$ cat config.mk
export PLATFORM = sky130hd
export DESIGN_NAME = fir_coef_ctrl
export DESIGN_NICKNAME = d
export VERILOG_FILES = /design/src/rtl/fir_pkg.sv /design/src/rtl/coef_queue.sv /design/src/rtl/fir_coef_ctrl.sv
export SDC_FILE = /design/constraint.sdc
export NUM_CORES = 1
export LEC_CHECK = 0
export CORE_ASPECT_RATIO = 1.5
export CORE_MARGIN = 2
export CORE_UTILIZATION = 63
export DETAILED_ROUTE_END_ITERATION = 8
export PLACE_DENSITY = 0.86
export SLEW_MARGIN = 40
export SYNTH_ARGS = -nofsm -noshare
export SYNTH_HDL_FRONTEND = slang
export SYNTH_SLANG_ARGS = --single-unit
$ cat constraint.sdc
create_clock -name clk2 -period 14.2 [get_ports clk2]
set_input_delay 2.84 -clock clk2 [delete_from_list [all_inputs] [get_ports clk2]]
set_output_delay 2.84 -clock clk2 [all_outputs]
set_load 0.01 [all_outputs]
$ cat src/rtl/fir_pkg.sv
// Shared definitions for the FIR coefficient path.
//   TAPS/AW/DW/QDEPTH : coefficient memory geometry and host queue depth
//   start_state_e     : start FSM encoding, also used by core-level assertions
//   popcount()        : number of set bits in a tap mask
package fir_pkg;

  localparam int unsigned TAPS   = 64;
  localparam int unsigned AW     = 6;
  localparam int unsigned DW     = 16;
  localparam int unsigned QDEPTH = 4;

  typedef enum logic [1:0] {
    StIdle,
    StArmed,
    StStart,
    StRun
  } start_state_e;

  function automatic logic [AW:0] popcount(input logic [TAPS-1:0] v);
    logic [AW:0] cnt;
    cnt = '0;
    for (int i = 0; i < int'(TAPS); i++) begin
      cnt = cnt + {{AW{1'b0}}, v[i]};
    end
    return cnt;
  endfunction

endpackage

$ cat src/rtl/coef_queue.sv
// Synchronous FIFO for pending host coefficient writes.
//   clk2, rstn : clock, synchronous active-low reset
//   flush      : drop all entries
//   push/din   : enqueue (caller guarantees !full)
//   pop/dout   : dequeue head (caller guarantees !empty); dout is the current head
//   full/empty : occupancy flags
module coef_queue #(
  parameter int unsigned Depth = 4,
  parameter int unsigned Width = 22
) (
  input  logic             clk2,
  input  logic             rstn,
  input  logic             flush,
  input  logic             push,
  input  logic [Width-1:0] din,
  input  logic             pop,
  output logic [Width-1:0] dout,
  output logic             full,
  output logic             empty
);

  localparam int unsigned PW = $clog2(Depth);

  // Pointers carry one extra wrap bit to tell full from empty.
  logic [PW:0]      wr_ptr_q, rd_ptr_q;
  logic [Width-1:0] mem_q [Depth];

  always_ff @(posedge clk2) begin
    if (!rstn || flush) begin
      wr_ptr_q <= '0;
      rd_ptr_q <= '0;
    end else begin
      if (push) wr_ptr_q <= wr_ptr_q + 1'b1;
      if (pop)  rd_ptr_q <= rd_ptr_q + 1'b1;
    end
  end

  always_ff @(posedge clk2) begin
    if (push) mem_q[wr_ptr_q[PW-1:0]] <= din;
  end

  assign dout  = mem_q[rd_ptr_q[PW-1:0]];
  assign empty = (wr_ptr_q == rd_ptr_q);
  assign full  = (wr_ptr_q[PW] != rd_ptr_q[PW]) && (wr_ptr_q[PW-1:0] == rd_ptr_q[PW-1:0]);

endmodule

$ cat src/rtl/fir_coef_ctrl.sv
// Coefficient-memory controller: owns the single CMEM port, queues host writes and drains
// them only outside a filtering frame, tracks written taps, and gates the core start.
//   clk2, rstn            : clock, synchronous active-low reset
//   h_valid/h_ready       : host write handshake, h_addr/h_data the coefficient
//   clr                   : invalidate coefficients, flush queue, cancel a pending start
//   core_start_req        : start request; core_start the one-cycle start pulse
//   core_done, core_addr  : frame end pulse and tap index from the FIR core
//   mem_cen/wen/addr/d    : CMEM port (active-low enables)
//   coef_valid, wr_count  : all taps written / number of distinct taps written
module fir_coef_ctrl
  import fir_pkg::*;
(
  input  logic          clk2,
  input  logic          rstn,
  input  logic          h_valid,
  output logic          h_ready,
  input  logic [AW-1:0] h_addr,
  input  logic [DW-1:0] h_data,
  input  logic          clr,
  input  logic          core_start_req,
  output logic          core_start,
  input  logic          core_done,
  input  logic [AW-1:0] core_addr,
  output logic          mem_cen,
  output logic          mem_wen,
  output logic [AW-1:0] mem_addr,
  output logic [DW-1:0] mem_d,
  output logic          coef_valid,
  output logic [AW:0]   wr_count
);

  start_state_e   state_q, state_d;
  logic [TAPS-1:0] mask_q;
  logic [AW+DW-1:0] q_dout;
  logic           q_full, q_empty, q_push, q_pop;
  logic           in_frame;
  logic [AW-1:0]  head_addr;
  logic [DW-1:0]  head_data;

  assign h_ready   = !q_full && !clr && rstn;
  assign q_push    = h_valid && h_ready;
  assign in_frame  = (state_q == StStart) || (state_q == StRun);
  // A clr cycle never writes: the entry at the head is being discarded anyway.
  assign q_pop     = !in_frame && !q_empty && !clr;
  assign head_addr = q_dout[AW+DW-1:DW];
  assign head_data = q_dout[DW-1:0];

  coef_queue #(
    .Depth (QDEPTH),
    .Width (AW + DW)
  ) u_queue (
    .clk2  (clk2),
    .rstn  (rstn),
    .flush (clr),
    .push  (q_push),
    .din   ({h_addr, h_data}),
    .pop   (q_pop),
    .dout  (q_dout),
    .full  (q_full),
    .empty (q_empty)
  );

  // CMEM port: core reads own the port during a frame, otherwise drain the queue head.
  always_comb begin
    mem_cen  = 1'b1;
    mem_wen  = 1'b1;
    mem_addr = '0;
    mem_d    = '0;
    if (in_frame) begin
      mem_cen  = 1'b0;
      mem_addr = core_addr;
    end else if (q_pop) begin
      mem_cen  = 1'b0;
      mem_wen  = 1'b0;
      mem_addr = head_addr;
      mem_d    = head_data;
    end
  end

  always_ff @(posedge clk2) begin
    if (!rstn || clr) begin
      mask_q <= '0;
    end else if (q_pop) begin
      mask_q[head_addr] <= 1'b1;
    end
  end

  assign coef_valid = &mask_q;
  assign wr_count   = popcount(mask_q);

  always_ff @(posedge clk2) begin
    if (!rstn) state_q <= StIdle;
    else       state_q <= state_d;
  end

  always_comb begin
    state_d = state_q;
    unique case (state_q)
      StIdle:  if (core_start_req) state_d = StArmed;
      StArmed: begin
        if (clr)                          state_d = StIdle;
        else if (coef_valid && q_empty)   state_d = StStart;
      end
      StStart: state_d = StRun;
      StRun:   if (core_done) state_d = StIdle;
      default: state_d = StIdle;
    endcase
  end

  assign core_start = (state_q == StStart);

endmodule

# Yosys cells after proc, flatten, opt, wreduce, memory -nomap -nowiden
# Memories as Yosys holds them, arrays and structs flattened. A register that Yosys moved wholly into a read port is not among the register bits.
# Index checks and enable logic that the tools add are counted.
dict set report word_totals {
  memories 1
  regBits 72
  out_inout_bits 34
  inputBits 34
  ram_bits 88
  elab_cells 118
}
dict set report classes {
  bitwise_logic 1
  reduce_logical 18
  muxes 18
  eq_ne 9
  n_lt_le_gt_ge 2
  n_addsub 65
}
# memory depth width read_ports rd_ports_with_merged_regs wr line_no
set mem_list {}
lappend mem_list {u_queue.mem_q 4 22 1 1 1 coef_queue.sv:26} ;# logic [Width-1:0] mem_q [Depth];
# op n
set ops {}
lappend ops {{7-bit by 1-bit adder with 7-bit output} 57}
lappend ops {{64-bit OR} 1}
lappend ops {{64-bit AND reduction} 1}
lappend ops {{16-bit 2-to-1 mux} 2}
lappend ops {{2-bit 2-to-1 mux} 6}
lappend ops {{6-bit 2-to-1 mux} 2}
lappend ops {{1-bit logical AND} 8}
lappend ops {{2-bit one-hot mux with 4 select lines} 1}
lappend ops {{6-bit by 1-bit adder with 7-bit output} 1}
lappend ops {{6-bit by 7-bit < comparator with 1-bit output, second input constant} 1}
lappend ops {{3-bit by 1-bit adder with 3-bit output, second input constant} 2}
lappend ops {{5-bit by 1-bit adder with 6-bit output} 1}
lappend ops {{1-bit demux with 6-bit select} 1}
lappend ops {{6-bit by 1-bit greater-or-equal comparator with 1-bit output, second input constant} 1}
lappend ops {{1-bit 2-to-1 mux} 6}
lappend ops {{4-bit by 1-bit adder with 5-bit output} 1}
lappend ops {{1-bit logical NOT} 5}
lappend ops {{3-bit by 1-bit adder with 4-bit output} 1}
lappend ops {{2-bit == test, second input constant} 2}
lappend ops {{2-bit inequality test, second input constant} 2}
lappend ops {{2-bit by 1-bit adder with 3-bit output} 1}
lappend ops {{3-bit == test} 1}
lappend ops {{3-bit inequality test, second input constant} 1}
lappend ops {{3-bit AND reduction} 1}
lappend ops {{other kinds (6)} 7}

# Depth between registers and ports, before layout
# Gate-level depths: netlist of the first run.
dict set report logic_depth {
  word_depth 63
  ltp_mapped 19
  mapped_depth_nobuf 19
}

# Hierarchy
# A second synthesis of the first run with hierarchy kept.
dict set report hier_totals {
  cells_unflattened 632
  hier_area_um2 7842.5
}
# module area_per_inst_um2 n_inst cells_each seq_area_each_um2
set by_module_without_submodules {}
lappend by_module_without_submodules {fir_coef_ctrl 4259.1 1 477 1321.3}
lappend by_module_without_submodules {coef_queue 3583.4 1 155 2802.7}

# Least setup slack after synthesis of the first run
# No wires, ideal clock.
dict set report synth_path {
  kind {register -> output}
  from {reg mask_q[35]}
  to {out wr_count[5]}
  required_ps 11360
  path_slack_ps 5356
  stages_incl_launch_ff 20
  arrival_time_ps 6004
  path_cell_list {dfxtp_1 inv_1 fa_1 inv_1 fa_1 fa_1 inv_1 fa_1 inv_1 fa_1 fa_1 fa_1 inv_1 fa_1 inv_1 ha_1 a21o_1 a21oi_1 nor4b_1 a2111oi_0}
}
dict set report synth_via {
  elab_chain_len 29
}
# element line_no
set synth_lines {}
lappend synth_lines {{from (decl)} fir_coef_ctrl.sv:33} ;# logic [TAPS-1:0] mask_q;
lappend synth_lines {{from (signal assigned)} fir_coef_ctrl.sv:82} ;# mask_q <= '0;
lappend synth_lines {{from (signal, indexed assignment)} fir_coef_ctrl.sv:84} ;# mask_q[head_addr] <= 1'b1;
lappend synth_lines {{7-bit by 1-bit adder with 7-bit output (29 in series)} fir_pkg.sv:23} ;# cnt = cnt + {{AW{1'b0}}, v[i]};
lappend synth_lines {{to (decl)} fir_coef_ctrl.sv:29} ;# output logic [AW:0] wr_count
# Every way passes these cells.

# Worst setup path after layout of the first run
dict set report layout_path {
  from {reg mask_q[27]}
  to {out wr_count[5]}
}
dict set report layout_via {
  elab_chain_len 37
}
# element line_no
set layout_lines {}
lappend layout_lines {{7-bit by 1-bit adder with 7-bit output (37 in series)} fir_pkg.sv:23}
# Every way passes these cells.

==> results of run 1 <==
-- cells by family after synthesis --
kind of cell	count (synthesis)	synth area share, %
compound gates	89	8.42
fa+ha+maj	75	17.1
buf+inv	140	6.86
flops	162	52.4
xor+xnor	10	1.11
simple gates	109	7.75
mux	23	6.42
-- state kept, by name, indices dropped and copies added (netlist names), named ones only --
signal,cells
u_queue.rd_ptr_q,3
u_queue.wr_ptr_q,3
state_q,1
u_queue.mem_q,88
mask_q,64
-- area by class of cell --
type                            count  area, um^2
Tap cell                          156         195
Multi-Input combinational cell    306        3230
Timing Repair Buffer               71         701
Clock inverter                     15         154
Inverter                          118         443
Fill cell                         664        3050
Sequential cell                   162        4130
Clock buffer                       17         425
-- power by group --
part	internal, W	switching, W	leakage (nW)
clock	0.000235	0.000210	0.286
combinational	0.0000158	0.0000174	1.67
sequential	0.000496	0.00000142	1.39
total	0.000747	0.000229	3.35
-- how the worst min path moves through the flow --
stage | startpoint | to | slack [ns] | cells past startpoint
after floorplan | mask_q[2]$_SDFFE_PP0P_ | mask_q[2]$_SDFFE_PP0P_ | 0.45 | 2
after global placement | mask_q[21]$_SDFFE_PP0P_ | mask_q[21]$_SDFFE_PP0P_ | 0.49 | 2
after detailed placement | mask_q[19]$_SDFFE_PP0P_ | mask_q[19]$_SDFFE_PP0P_ | 0.50 | 2
after CTS | mask_q[19]$_SDFFE_PP0P_ | mask_q[19]$_SDFFE_PP0P_ | 0.51 | 2
after global routing | mask_q[57]$_SDFFE_PP0P_ | mask_q[57]$_SDFFE_PP0P_ | 0.55 | 1
final | mask_q[21]$_SDFFE_PP0P_ | mask_q[21]$_SDFFE_PP0P_ | 0.52 | 2
-- worst register-to-register path, delay by kind of cell (launching register included) --
kind	cells	cell delay, ns
simple gates	1	0.69
compound gates	1	0.40
flops	1	0.31
buf+inv	1	0.38
mux	1	0.68
-- stage by stage --
step                      instance area (um^2)  util [%]  worst slack (ns)
after floorplan                           7880         -              5.36
after global placement                    8690      70.5              4.98
after detailed placement                  8690      70.5              4.78
after CTS                                 9270      75.2              4.31
after global routing                      9270      75.2              3.91
final                                     9270      75.2              4.31
-- per-layer routing --
layer  part of all wire [%]  vias up  GRT usage, %
met1                     34     2578          32.6
met4                    5.1        0          16.4
met3                    5.8       66          5.61
li1                       -     2252             -
met5                      0        -             0
met2                     55      240          50.8
-- cells in the final DEF, fill, tap and decap left out, types with 3 or more instances in the layout --
| cell | netlist | layout |
|---|---|---|
| nor2_1 | 8 | 8 |
| a22o_1 | 14 | 14 |
| clkbuf_16 | 0 | 17 |
| a21oi_1 | 6 | 6 |
| and2_1 | 23 | 19 |
| and2_2 | 0 | 4 |
| nor4_1 | 4 | 4 |
| ha_1 | 21 | 21 |
| nor3_1 | 3 | 3 |
| nor2b_1 | 4 | 4 |
| clkdlybuf4s50_1 | 0 | 67 |
| xor2_1 | 4 | 4 |
| dfxtp_1 | 74 | 73 |
| inv_1 | 117 | 117 |
| nand4_1 | 16 | 16 |
| inv_8 | 0 | 5 |
| xnor2_1 | 6 | 6 |
| buf_4 | 1 | 4 |
| o22ai_2 | 10 | 10 |
| o22ai_1 | 33 | 33 |
| mux4_2 | 22 | 22 |
| nand3b_1 | 4 | 4 |
| o21ai_0 | 14 | 14 |
| edfxtp_1 | 88 | 88 |
| nand3_1 | 8 | 8 |
| nand2_1 | 27 | 27 |
| fa_1 | 54 | 54 |
| inv_6 | 0 | 6 |
==> impl_metrics.csv, run 1 <==
group,metric,value,unit
run_status,status,"finished, final reports clean",
synth,synth_commonest_cells,"117 x inv_1, 88 x edfxtp_1, 74 x dfxtp_1, 54 x fa_1, 33 x o22ai_1",
drt,wl,17900,um
place,dp.cells,813,
synth,synth.largest_area_cell,"edfxtp_1",
synth,syn_area,7880,um^2
cells_and_area,drive_gt1_share,11.6,%
worst_setup_path,rrSetupSlack,11.64,ns
worst_setup_path,cp.arrival,7.05,ns
worst_setup_path,endpoint_kind,"output port",
floorplanning,die_area,13400,um^2
worst_setup_path,path_cells,"inv_1, fa_1, fa_1, inv_1, fa_1, inv_1, fa_1, inv_1, fa_1, fa_1, fa_1, inv_1, fa_1, inv_1, ha_1, a21o_1, a21oi_1, nor4b_1, a2111oi_0, clkdlybuf4s50_1",
synth,synth-seq-cells,162,
cells_and_area,fin_cells,845,
worst_setup_path,startpoint,"mask_q[27]$_SDFFE_PP0P_",
timing,worst_pin_slew,0.794,ns
timing,rsz0062_at_grt,"false",
cts,tritoncts,"done",
worst_setup_path,crit_fanout,3,
worst_setup_path,endpoint,"wr_count[5]",
timing,finalCriticalPeriod,9.89,ns
global_route,overflow,0,
synth,synth.most_common_cell,"inv_1",
floorplanning,die_x,95.3,um
synth,synth.top_cell.area_share,33.6,%
drt,first_pass_iters,8,
cts,cts-root-buf,"clkbuf_16",
worst_setup_path,critical_path_cell_count,20,
timing,fmax,101,MHz
power,power.total,0.000976,W
cts,cts_buffer_depth,2,
cts,h-tree-depth,4,
synth,synth_edf_count,88,
timing,slew_viol_final,0,
worst_setup_path,required,11.36,ns
timing,hold_viol,0,
cts,clkSinkCount,162,
cts,postCtsSetupBuffers,0,
place,numPortBuffers,67,
synth,syn_inst,608,
global_route,antenna_found_initial,0,
power,peakVddDrop,98.2,uV
cells_and_area,num_antenna_cells,0,
timing,slew_headroom,46.9,%
worst_setup_path,critical-path-max-stage-delay,0.61,ns
cts,insertion_delay,0.43,ns
synth,ys.flop_type,"edfxtp_1",
floorplanning,die_h,141,um
global_route,grt_first_pass_wirelength,28800,um
floorplanning,num_rows,50,
global_route,grt_max_degree,55,
cts,holdBufCountCts,0,
power,p_leak,3.35,nW
synth,synth_seq_area_share,52.4,%
worst_setup_path,r2r-end,"mask_q[58]$_SDFFE_PP0P_",
worst_setup_path,worst_path_max_delay_cell,"clkdlybuf4s50_1",
cts,numCtsBuffers,17,
place,hpwl,12700,um
timing,tns,0,ns
worst_setup_path,critPathBufInv,7,
drt,wl_per_cell,21.2,um
synth,synth_cell_types,48,
power,pwr_density_cell,105,nW/um^2
cts,clk_pin_slew_worst_paths,0.07,ns
job,drv_cap,0,
global_route,grt_usage,29.1,%
worst_hold_path,hp-class,"reg2reg",
drt,vias_per_cell,6.08,
timing,whs,0.515,ns
drt,drt-initial-drc-count,474,
timing,fin_skew,0.0118,ns
synth,synth_area_per_cell,13.0,um^2
drt,num_vias,5136,
worst_setup_path,critical_path_class,"reg2out",
synth,synth_async_sr_flop_share,0,%
worst_setup_path,crit_family,"adder cells",
cells_and_area,final_nets,785,
floorplanning,coreArea,12300,um^2
timing,setup_viol,0,
synth,synth_nets,717,
floorplanning,boundaryPins,68,
timing,finalCritPeriodShare,69.6,%
synth,yosys_warnings,0,
global_route,grt_pass1_vias,5706,
floorplanning,start_util,63.9,%
worst_setup_path,critPathLaunchType,"flip-flop",
cts,cts_resized,0,
worst_setup_path,path_common_cell,"fa_1",
drt,ant_nets,0,
synth,synthTopCellsByArea,"edfxtp_1 34%, dfxtp_1 19%, fa_1 14%",
place,gp_congestion,0.936,
drt,drc,0,
worst_setup_path,ff2ff_path_depth,4,
cells_and_area,syn_to_final_growth,17.7,%
No activity file was read; power rests on OpenSTA's default activity.
==> run 2: changes to the inputs <==
--- a/config.mk
+++ b/config.mk
@@ -7,9 +7,9 @@
 export LEC_CHECK = 0
 export CORE_ASPECT_RATIO = 1.5
 export CORE_MARGIN = 2
-export CORE_UTILIZATION = 63
+export CORE_UTILIZATION = 52
 export DETAILED_ROUTE_END_ITERATION = 8
-export PLACE_DENSITY = 0.86
+export PLACE_DENSITY = 0.76
 export SLEW_MARGIN = 40
 export SYNTH_ARGS = -nofsm -noshare
 export SYNTH_HDL_FRONTEND = slang
==> constraint.sdc (replaced) <==
create_clock -name clk2 -period 8.6 [get_ports clk2]
set_input_delay 1.72 -clock clk2 [delete_from_list [all_inputs] [get_ports clk2]]
set_output_delay 1.72 -clock clk2 [all_outputs]
set_load 0.01 [all_outputs]
==> run 2 against run 1 <==
  * Routed wire length decreased by 3.7%
  * Clock power up 63%
  * Die area is 20% higher
  * Sequential share of layout area fell by 0.35 points
  * Register-to-register slack lost 5.6 ns
  * Count of clock-buffer cells in the layout is 1 higher
  * Total power is 64% higher
  * Utilization decreased by 13 points
  * Largest power group unchanged
  * Highest routed layer unchanged
==> impl_metrics.csv, run 2 (same netlist as run 1, synthesis figures left out) <==
group,metric,value,unit
cells_and_area,final_common_cell,"inv_1",
timing,rsz0062_at_grt,"false",
global_route,grt_first_pass_wirelength,27400,um
place,post_dp_cell_area,8770,um^2
cells_and_area,largest_register_ffs,88,
cts,cts-root-buf,"clkbuf_16",
timing,finalCritPeriodShare,96.7,%
floorplanning,die_x,104,um
cts,clk_pin_slew_worst_paths,0.07,ns
drt,first_pass_iters,7,
floorplanning,die_area,16200,um^2
worst_setup_path,critical_path_class,"reg2out",
worst_setup_path,critical-path-max-stage-delay,0.54,ns
worst_setup_path,required,6.88,ns
cts,tritoncts,"done",
run_status,status,"finished, final reports clean",
timing,slew_headroom,45.5,%
place,hpwl,12500,um
cells_and_area,multi_input_area,3230,um^2
place,numPortBuffers,67,
worst_setup_path,crit_family,"adder cells",
global_route,overflow,0,
drt,drt-initial-drc-count,304,
drt,wl_per_cell,19.3,um
floorplanning,boundaryPins,68,
timing,tns,0,ns
floorplanning,start_util,52.7,%
global_route,grt_pass1_vias,5463,
global_route,grt_max_degree,56,
timing,hold_viol,0,
timing,setup_viol,0,
drt,wl,17200,um
cts,postCtsSetupBuffers,0,
global_route,grt_usage,22.2,%
cts,h-tree-depth,4,
timing,finalCriticalPeriod,8.32,ns
cells_and_area,final_nets,789,
worst_setup_path,path_cells,"inv_1, fa_1, inv_1, fa_1, fa_1, inv_1, fa_1, inv_1, fa_1, fa_1, fa_1, inv_1, fa_1, inv_1, ha_1, a21o_1, a21oi_2, nor4b_1, a2111oi_0, dlygate4sd2_1",
timing,fin_skew,0.00925,ns
worst_setup_path,worst_path_max_delay_cell,"fa_1",
cts,holdBufCountCts,0,
job,drv_cap,0,
drt,vias_per_cell,5.64,
cells_and_area,mostFrequentLayoutCells,"117 x inv_1, 88 x edfxtp_1, 73 x dfxtp_1",
worst_setup_path,endpoint_kind,"output port",
power,peakVddDrop,151,uV
worst_setup_path,critPathLaunchType,"flip-flop",
cells_and_area,regArea,4130,um^2
power,p_leak,3.40,nW
drt,drc,0,
drt,num_vias,5034,
timing,worst_pin_slew,0.815,ns
cts,clkSinkCount,162,
cells_and_area,drive_gt1_share,11.7,%
timing,fmax,120,MHz
cts,numCtsBuffers,17,
cells_and_area,finish.instance_area,9350,um^2
drt,ant_nets,0,
floorplanning,die_h,155,um
floorplanning,num_rows,55,
timing,slew_viol_final,0,
cells_and_area,num_antenna_cells,0,
cells_and_area,syn_to_final_growth,18.7,%
floorplanning,coreArea,14900,um^2
cts,cts_buffer_depth,2,
cells_and_area,final_util,62.6,%
worst_hold_path,hp-class,"reg2reg",
cts,insertion_delay,0.43,ns
place,gp_congestion,0.972,
cells_and_area,fill_cells,1139,
worst_setup_path,cp.arrival,6.60,ns
power,pwr_density_cell,171,nW/um^2
worst_setup_path,critPathBufInv,7,
worst_setup_path,path_common_cell,"fa_1",
worst_setup_path,crit_fanout,3,
global_route,antenna_found_initial,0,
[run 2: cell types whose count changed in the layout (fill, tap and decap cells not counted), sizes merged]
| cell | delta |
|---|---|
| dlymetal6s2s | +2 |
| clkinvlp | +3 |
| buf | +4 |
| clkinv | -3 |
| clkbuf | +1 |
| dlygate4sd2 | +1 |
| inv | -1 |
| clkdlybuf4s50 | -3 |
[run 2: area by class of cell]
type                            instances  share of cell area (%)
Sequential cell                       162                    44.1
Multi-Input combinational cell        306                    34.5
Inverter                              118                    4.74
Tap cell                              199                    2.66
Clock inverter                         14                    1.46
Clock buffer                           18                    4.59
Timing Repair Buffer                   75                    7.86
[run 2: stage by stage]
| stage | instances | total power, W | hold slack (ns) | setup slack [ns] |
|---|---|---|---|---|
| floorplan | 608 | 0.000862 | 0.453 | 0.876 |
| global placement | 860 | 0.000890 | 0.480 | 0.461 |
| detailed placement | 860 | 0.000893 | 0.505 | 0.304 |
| CTS | 892 | 0.00161 | 0.513 | 0.151 |
| global route | 892 | 0.00164 | 0.542 | 0.0564 |
| finish | 892 | 0.00160 | 0.512 | 0.281 |
[run 2: path summary, 6_finish.rpt]
path,start,to,slack (ns),cells after the start
worst max-delay path,mask_q[35]$_SDFFE_PP0P_,wr_count[5],0.28,20
worst min-delay path,u_queue.rd_ptr_q[2]$_SDFFE_PP0P_,u_queue.rd_ptr_q[2]$_SDFFE_PP0P_,0.51,2
worst max register to register,flip-flop,mask_q[2]$_SDFFE_PP0P_,6.05,4
worst min register to register,u_queue.rd_ptr_q[2]$_SDFFE_PP0P_,u_queue.rd_ptr_q[2]$_SDFFE_PP0P_,0.51,2
[run 2: report_power, final]
| group | total, W | internal [W] | switching (W) |
|---|---|---|---|
| registers | 0.000821 | 0.000819 | 0.00000222 |
| logic | 0.0000544 | 0.0000263 | 0.0000281 |
| clock network | 0.000725 | 0.000386 | 0.000339 |
| total | 0.00160 | 0.00123 | 0.000370 |
[run 2: routing by layer]
| metal | share of wire [%] | GRT usage [%] | vias to the layer above |
|---|---|---|---|
| met4 | 4.2 | 11.5 | 0 |
| met2 | 55 | 41.3 | 179 |
| met3 | 5.0 | 4.34 | 47 |
| met5 | 0 | 0 | - |
| met1 | 36 | 23.7 | 2549 |
| li1 | - | - | 2259 |
[run 2: worst register-to-register path: cells and delay by family (launching register included)]
kind | cells | cell delay (ns)
AO/OA/AOI/OAI | 1 | 0.39
AND/OR/NAND/NOR | 1 | 0.70
buffers and inverters | 1 | 0.38
multiplexers | 1 | 0.67
flip-flops | 1 | 0.31
[run 2: what timing repair did]
action	CTS	global route
gates cloned	0	0
resized for setup	1	3
setup endpoints to repair	1	3
pin swaps	0	0
hold endpoints to repair	0	0
==> run 3: changes to the inputs <==
--- a/config.mk
+++ b/config.mk
@@ -6,8 +6,9 @@
 export NUM_CORES = 1
 export LEC_CHECK = 0
 export CORE_ASPECT_RATIO = 1.5
-export CORE_MARGIN = 2
+export CORE_MARGIN = 1.5
 export CORE_UTILIZATION = 52
+export CTS_CLUSTER_SIZE = 10
 export DETAILED_ROUTE_END_ITERATION = 8
 export PLACE_DENSITY = 0.76
 export SLEW_MARGIN = 40
==> run 3 against run 2 <==
  * Hold slack improved by 0.0076 ns
  * Routed wire length decreased by 0.63%
  * Clock skew hardly changed
  * Final cell count down 0.34%
  * Setup slack better by 0.018 ns
  * Largest cell class unchanged
  * Largest power group unchanged
==> impl_metrics.csv, run 3 (same netlist as run 1, synthesis figures left out) <==
group,metric,value,unit
floorplanning,die_x,103,um
cts,tritoncts,"done",
drt,num_vias,5034,
drt,ant_nets,0,
timing,hold_viol,0,
cells_and_area,syn_to_final_growth,18.8,%
worst_setup_path,endpoint_kind,"output port",
drt,first_pass_iters,7,
run_status,status,"finished, final reports clean",
cells_and_area,drive_gt1_share,11.8,%
global_route,grt_usage,23.3,%
worst_setup_path,crit_family,"adder cells",
worst_setup_path,critical_path_class,"reg2out",
floorplanning,boundaryPins,68,
floorplanning,die_area,15900,um^2
cells_and_area,final_nets,789,
cts,numCtsBuffers,17,
timing,rsz0062_at_grt,"false",
worst_setup_path,path_cells,"inv_1, fa_1, inv_1, fa_1, fa_1, inv_1, fa_1, inv_1, fa_1, fa_1, fa_1, inv_1, fa_1, inv_1, ha_1, a21o_1, a21oi_2, nor4b_1, a2111oi_0, dlygate4sd2_1",
power,p_leak,3.41,nW
worst_setup_path,cp.arrival,6.58,ns
cts,cts_buffer_depth,2,
cells_and_area,mostFrequentLayoutCells,"117 x inv_1, 88 x edfxtp_1, 73 x dfxtp_1",
timing,finalCriticalPeriod,8.30,ns
place,dp.cells,857,
place,hpwl,12200,um
cells_and_area,final_util,63.8,%
worst_setup_path,rrSetupSlack,5.94,ns
cells_and_area,final_common_cell,"inv_1",
timing,tns,0,ns
timing,setup_viol,0,
job,drv_cap,0,
timing,fmax,120,MHz
global_route,overflow,0,
global_route,grt_first_pass_wirelength,27600,um
global_route,grt_pass1_vias,5617,
drt,drt-initial-drc-count,327,
global_route,grt_max_degree,55,
global_route,antenna_found_initial,0,
cts,cts-root-buf,"clkbuf_16",
worst_setup_path,worst_path_max_delay_cell,"fa_1",
place,gp_congestion,0.911,
place,post_dp_cell_area,8770,um^2
cells_and_area,fin_cells,889,
cts,h-tree-depth,4,
drt,drc,0,
worst_setup_path,critPathBufInv,7,
drt,wl_per_cell,19.3,um
drt,vias_per_cell,5.66,
worst_setup_path,required,6.88,ns
timing,worst_pin_slew,0.804,ns
timing,fin_skew,0.00915,ns
floorplanning,start_util,53.7,%
cts,clk_pin_slew_worst_paths,0.07,ns
floorplanning,coreArea,14700,um^2
cells_and_area,largest_register_ffs,88,
timing,slew_headroom,46.2,%
cts,clkSinkCount,162,
power,power.total,0.00161,W
worst_setup_path,path_common_cell,"fa_1",
worst_setup_path,critPathLaunchType,"flip-flop",
cells_and_area,num_antenna_cells,0,
worst_setup_path,critical-path-max-stage-delay,0.54,ns
floorplanning,num_rows,54,
cells_and_area,finish.instance_area,9360,um^2
place,numPortBuffers,67,
worst_setup_path,crit_fanout,3,
floorplanning,die_h,154,um
power,pwr_density_cell,172,nW/um^2
worst_hold_path,hp-class,"reg2reg",
timing,finalCritPeriodShare,96.5,%
cts,insertion_delay,0.42,ns
timing,slew_viol_final,0,
drt,wl,17100,um
power,peakVddDrop,138,uV
[run 3: worst min-delay path: stages, from the launching register on]
cell	delay, ns
dfxtp_1	0.34
nand2_1	0.06
o21ai_0	0.07
[run 3: routing by layer]
| layer | track usage, % | part of all wire [%] | up-vias |
|---|---|---|---|
| li1 | - | - | 2255 |
| met1 | 25.8 | 36 | 2549 |
| met2 | 41.3 | 54 | 174 |
| met3 | 4.18 | 4.8 | 56 |
| met4 | 12.9 | 5.1 | 0 |
| met5 | 0 | 0 | - |
[run 3: final cells by class]
cell class | instances | area, um^2
fill | 1097 | 5310
sequential | 162 | 4130
multi-input combinational | 306 | 3230
timing repair buffer | 75 | 734
inverter | 118 | 443
clock buffer | 17 | 425
tap | 196 | 245
clock inverter | 15 | 154
[run 3: what timing repair did]
item / 4_1_cts / 5_1_grt
setup endpoints to repair: 1 / 2
resized for setup: 2 / 2
hold buffers: 0 / 0
pin swaps: 0 / 0
setup buffers: 0 / 0
[run 3: metrics by stage]
| stage | worst slack, ns | hold slack, ns |
|---|---|---|
| floorplan | 0.876 | 0.453 |
| global placement | 0.478 | 0.479 |
| detailed placement | 0.327 | 0.504 |
| CTS | 0.222 | 0.514 |
| global route | 0.0282 | 0.546 |
| finish | 0.299 | 0.519 |
[run 3: final timing paths]
kind | from | end | cells past startpoint
setup / recovery | mask_q[35]$_SDFFE_PP0P_ | wr_count[5] | 20
hold / removal | mask_q[2]$_SDFFE_PP0P_ | mask_q[2]$_SDFFE_PP0P_ | 2
setup reg to reg | flip-flop | mask_q[58]$_SDFFE_PP0P_ | 4
hold reg to reg | mask_q[2]$_SDFFE_PP0P_ | mask_q[2]$_SDFFE_PP0P_ | 2
[run 3: power by group]
group | leakage (nW) | internal [W] | switching (W)
Clock | 0.284 | 0.000388 | 0.000346
Combinational | 1.73 | 0.0000263 | 0.0000282
Sequential | 1.39 | 0.000819 | 0.00000219
